**src/rtl/s2p_frame_ctrl.sv**
```systemverilog
// s2p_frame_ctrl
// Frame controller for the serial-to-parallel deserializer. It enables the
// deserializer, collects TOTAL_DATA consecutive words into a word buffer,
// then drains the whole frame to a downstream consumer over valid/ready.
//
// Ports
//   clk            : clock, all state on the rising edge
//   rst            : asynchronous active-high reset
//   start          : request to capture one frame (honoured only in IDLE)
//   abort          : cancel the frame in progress (highest priority)
//   s2p_enable     : enable to the deserializer (high while capturing)
//   s2p_data       : deserializer parallel word
//   s2p_data_valid : s2p_data valid this cycle
//   out_data       : buffer word at the read pointer
//   out_valid      : out_data valid (high while draining)
//   out_ready      : consumer accepts out_data
//   out_last       : out_data is the final word of the frame
//   frame_done     : one-cycle pulse after the final handshake
//   aborted        : one-cycle pulse after an abort is taken
//   overrun        : sticky, a valid word arrived while not capturing
//   frame_count    : completed frames, wraps 255 -> 0
module s2p_frame_ctrl #(
  parameter int DATA_WIDTH    = 64,
  parameter int ADDRESS_WIDTH = 3,
  parameter int TOTAL_DATA    = 2**ADDRESS_WIDTH
) (
  input  logic                  clk,
  input  logic                  rst,
  input  logic                  start,
  input  logic                  abort,
  output logic                  s2p_enable,
  input  logic [DATA_WIDTH-1:0] s2p_data,
  input  logic                  s2p_data_valid,
  output logic [DATA_WIDTH-1:0] out_data,
  output logic                  out_valid,
  input  logic                  out_ready,
  output logic                  out_last,
  output logic                  frame_done,
  output logic                  aborted,
  output logic                  overrun,
  output logic [7:0]            frame_count
);

  localparam logic [ADDRESS_WIDTH-1:0] LAST_IDX = ADDRESS_WIDTH'(TOTAL_DATA - 1);

  typedef enum logic [1:0] {
    IDLE    = 2'd0,
    CAPTURE = 2'd1,
    DRAIN   = 2'd2
  } state_t;

  state_t                   r_state;
  state_t                   w_next;
  logic [ADDRESS_WIDTH-1:0] r_wr_ptr;
  logic [ADDRESS_WIDTH-1:0] r_rd_ptr;
  logic [DATA_WIDTH-1:0]    r_buf [TOTAL_DATA];
  logic                     r_frame_done;
  logic                     r_aborted;
  logic                     r_overrun;
  logic [7:0]               r_frame_count;

  logic w_start_ok;
  logic w_cap_wr;
  logic w_cap_last;
  logic w_drain_hs;
  logic w_drain_last;
  logic w_abort_ok;

  // abort only acts on an active frame; in IDLE it merely masks start
  assign w_abort_ok   = abort && (r_state != IDLE);
  assign w_start_ok   = (r_state == IDLE) && start && !abort;
  assign w_cap_wr     = (r_state == CAPTURE) && s2p_data_valid && !abort;
  assign w_cap_last   = w_cap_wr && (r_wr_ptr == LAST_IDX);
  assign w_drain_hs   = (r_state == DRAIN) && out_ready && !abort;
  assign w_drain_last = w_drain_hs && (r_rd_ptr == LAST_IDX);

  always_ff @(posedge clk or posedge rst) begin
    if (rst) r_state <= IDLE;
    else     r_state <= w_next;
  end

  always_comb begin
    w_next = r_state;
    case (r_state)
      IDLE:    if (w_start_ok)   w_next = CAPTURE;
      CAPTURE: if (w_abort_ok)   w_next = IDLE;
               else if (w_cap_last) w_next = DRAIN;
      DRAIN:   if (w_abort_ok)   w_next = IDLE;
               else if (w_drain_last) w_next = IDLE;
      default: w_next = IDLE;
    endcase
  end

  always_ff @(posedge clk or posedge rst) begin
    if (rst) begin
      r_wr_ptr      <= '0;
      r_rd_ptr      <= '0;
      r_frame_done  <= 1'b0;
      r_aborted     <= 1'b0;
      r_overrun     <= 1'b0;
      r_frame_count <= '0;
      for (int i = 0; i < TOTAL_DATA; i++) r_buf[i] <= '0;
    end else begin
      r_frame_done <= 1'b0;
      r_aborted    <= 1'b0;

      // stray words outside CAPTURE are dropped but remembered
      if (s2p_data_valid && (r_state != CAPTURE)) r_overrun <= 1'b1;

      // an accepted start opens a fresh frame and clears the overrun flag
      if (w_start_ok) begin
        r_wr_ptr  <= '0;
        r_overrun <= 1'b0;
      end

      if (w_abort_ok) begin
        r_wr_ptr  <= '0;
        r_rd_ptr  <= '0;
        r_aborted <= 1'b1;
      end

      if (w_cap_wr) begin
        r_buf[r_wr_ptr] <= s2p_data;
        r_wr_ptr        <= r_wr_ptr + 1'b1;
        if (w_cap_last) r_rd_ptr <= '0;
      end

      if (w_drain_hs) begin
        r_rd_ptr <= r_rd_ptr + 1'b1;
        if (w_drain_last) begin
          r_frame_done  <= 1'b1;
          r_frame_count <= r_frame_count + 8'd1;
        end
      end
    end
  end

  // outputs decode registered state only; no input reaches them combinationally
  assign s2p_enable  = (r_state == CAPTURE);
  assign out_valid   = (r_state == DRAIN);
  assign out_data    = r_buf[r_rd_ptr];
  assign out_last    = (r_state == DRAIN) && (r_rd_ptr == LAST_IDX);
  assign frame_done  = r_frame_done;
  assign aborted     = r_aborted;
  assign overrun     = r_overrun;
  assign frame_count = r_frame_count;

endmodule

```
**config.mk**
```make
export PLATFORM = sky130hd
export DESIGN_NAME = s2p_frame_ctrl
export DESIGN_NICKNAME = d
export VERILOG_FILES = /design/src/rtl/s2p_frame_ctrl.sv
export SDC_FILE = /design/constraint.sdc
export NUM_CORES = 1
export LEC_CHECK = 0
export CORE_MARGIN = 5
export CORE_UTILIZATION = 60
export DETAILED_ROUTE_END_ITERATION = 7
export PLACE_DENSITY = 0.8
export SKIP_LAST_GASP = 1
export SYNTH_ARGS = -nofsm -noshare
export SYNTH_HDL_FRONTEND = slang
export SYNTH_SLANG_ARGS = --single-unit
```
**constraint.sdc**
```tcl
create_clock -name clk -period 55.6 [get_ports clk]
set_input_delay 11.12 -clock clk [delete_from_list [all_inputs] [get_ports clk]]
set_output_delay 11.12 -clock clk [all_outputs]
set_load 0.005 [all_outputs]
```
==> results.md <==
- Cell count after synthesis: roughly 1400
- Area occupied by multi-input gates: slightly below 0.01 mm^2
- DRC violations left: 0
- Clk sink count: roughly 530
- Transition time of the tightest slew-check pin: 1040 ps
- Yosys warns: 0
- Clk pwr share: 38.5%
- Mapped Area: 0.0238 mm^2
- RR Startpoint: r_state[1]
- Nets: between 1500 and 2000
- Maxcap violations: 0
- Vias per std cell: 6.09
- CTS tree: built
- CTS root buf: clkbuf_16
- Reg2Reg Capture Point: r_buf[112]
- Final Slew Violations: 0
- Area growth syn-to-layout: 14.1%
- Final Wtd Congestion: 0.776
- Synth async-reset ratio: 100%
- Synth area leaders: dfrtp_1 (56%), mux2_2 (27%), mux4_2 (12%), buf_6 (1.7%), buf_2 (0.55%)
- Fin Clk Skew: 10.2 ps
- Total number of vias: about 13000
- Worst Setup Start Kind: flip-flop
- Netlist cell types: 38
- Fmax: 65.3 MHz
- Top-count cell post-synth: mux2_2
- Die area: 0.0438 mm^2
- Syn_area_per_cell: roughly 17 um^2
- Final setup fails: 0
- Pwr Density: roughly 33 mW/mm^2
- Htree depth: 2
- Psw: 0.199 mW
- DR iter-0 viols: between 600 and 700
- Rel. slew slack: 30.8%
- Vias in the first global route: around 14000
- FF+latch area: around 0.013 mm^2
- Post-cts resize count: 0
- Sw Share: 22.2%
- LEAKAGE: 12.6 nW
- Worst Setup SP: r_rd_ptr[0]
- Internal power: 0.696 mW
- Register area share after synthesis: 55.7%
- Req. time, crit path: 44480 ps
- First-pass GRT wire length: 79600 um
- Initial Util: 60.3%
- Port bufs: 147
- Slack of the worst reg-to-reg path: 52420 ps
- RSZ-0062 raised after global routing: no
- Final count of hold timing violations: 0
- Post-DR wirelength/cell: 23.4 um
- Post-synth top area cell: dfrtp_1
- CP Max Fanout: 42
- Initial antenna violation count: 4
- Status: completed
- Largest net degree at the start of global routing: 154
- Comb power frac: around an eighth
- CP Capture Type: primary output
- Maximum VDD drop: between 0.02 and 0.03 mV
- Post-route setup TNS: 0 ps
- CTS clk-pin slew, worst paths: 60 ps
- Deepest clock path buffer count: 3
- DRT antenna net count: 0
- Setup CP Type: reg2out
- Fillers: 2636
- Hold_buf cts: 0
- Ys flop type: dfrtp_1
- Post-synth top cells: mux2_2 (573), dfrtp_1 (531), mux4_2 (128)
- Layout cells sized above 1: between 50 and 60%
- WL final: 48900 um
- Cts bufs inserted: 53
- Io pins: roughly 150
- Share of power burned in registers: 48.6%
- Flops & latches, synth: 531
- Hold/Removal Path Class: reg2reg
- Die width: 209 um
- Placed wire-length estimate: 27700 um
- Grt ovf: 0
- Die Y: 209 um
- Total global-route track usage: 22.8%
- R2r worst-path depth: 5
- Setup bufs post-CTS: 0
- Number of flops mapped to enable cells by yosys: 0
- Syn nets: 1472
- Crit share post-route: 27.6%
- Final min period: 15330 ps
- Synth top area share: a little under three fifths
- Clk Latency, worst-skew pair: 580 ps
- Capture point of the critical path: out_data[63]
- Tot Pwr: 0.895 mW
- FP Rows: 73
- DRT Pass-1 Iters: 6
- Core area: 0.0395 mm^2
- Worst path arrival time: 4210 ps
## per-layer routing
metal	GRT usage (%)	part of all wire, %
met1	32.3	45
met2	37.4	50
met3	4.08	3.9
met4	5.54	1.7
met5	0	0.076
## area by class of cell
class                      instances  share of cell area, %
sequential                       531                   48.9
multi-input combinational        770                   36.4
timing repair buffer             171                   6.07
clock buffer                      82                   5.79
tap                              525                   2.41
clock inverter                     8                  0.331
inverter                           5                 0.0966
antenna                            1                0.00920
## critical path: stages (launching register included)
cell,delay (ps)
dfrtp_4,830
buf_4,610
buf_4,780
mux4_2,600
mux2_2,320
clkdlybuf4s50_1,480
## power by group through the flow
| stage | sequential (mW) | combinational [mW] | clock (mW) |
|---|---|---|---|
| after floorplan | 0.436 | 0.0679 | 0 |
| after global placement | 0.440 | 0.114 | 0 |
| after detailed placement | 0.441 | 0.117 | 0 |
| after CTS | 0.435 | 0.118 | 0.352 |
| after global routing | 0.438 | 0.125 | 0.369 |
| final | 0.435 | 0.115 | 0.345 |
## stage by stage
step           hold WS [ps]  instance area, um^2  setup slack (ps)  cells  utilization [%]
2_1_floorplan           453                23800             29640   1397                -
3_3_place_gp            468                25500             40790   2002             64.6
3_5_place_dp            475                25500             40730   2002             64.6
4_1_cts                 489                27200             40110   2092             68.8
5_1_grt                 508                27200             39940   2093             68.8
6_report                490                27200             40270   2093             68.8
## cells in the final DEF, fill, tap and decap left out, types with 2 or more instances in the layout
cell               n
inv_1              4
clkbuf_16         53
nand3b_1           4
clkbuf_1          15
a22o_1             2
xor2_1             2
and4bb_2           2
bufinv_16          2
mux2_1             5
mux4_2           128
nor3b_2            2
mux2_2           573
dfrtp_4            3
a21oi_1            4
nand3_1            4
o21ai_0            3
buf_4             24
and3_1             4
xnor2_1            5
clkinv_2           6
ha_1               5
clkbuf_8          14
nand2_1            5
dfrtp_1          528
clkdlybuf4s50_1  147
nor2b_1            2
nor2_1             4
a32o_1             2
a21o_1             2
## flip-flops by register name (all words and copies together) (netlist names)
name,cells
r_rd_ptr,3
r_wr_ptr,3
r_state,2
aborted,1
frame_count,8
frame_done,1
r_buf,512
overrun,1
## how the worst min path moves through the flow
stage                            end  startpoint  cells after the start  slack [ps]
after floorplan           r_buf[470]  r_buf[470]                      1         450
after global placement    r_buf[470]  r_buf[470]                      1         470
after detailed placement  r_buf[496]  r_buf[496]                      1         480
after CTS                 r_buf[496]  r_buf[496]                      1         490
after global routing       r_buf[64]   r_buf[64]                      1         510
final                     r_buf[496]  r_buf[496]                      1         490
## cell families (layout without fill, tap and decap cells)
family          Yosys count  count (layout)  share of synthesized area [%]
mux                     706             706                           39.4
flops                   531             531                           55.7
buf+inv                  96             266                           2.84
simple gates             37              37                           1.08
compound gates           15              15                          0.456
xor+xnor                  7               7                          0.257
fa+ha+maj                 5               5                          0.262
other cells               0               1                              0
No activity file was read; power rests on OpenSTA's default activity.
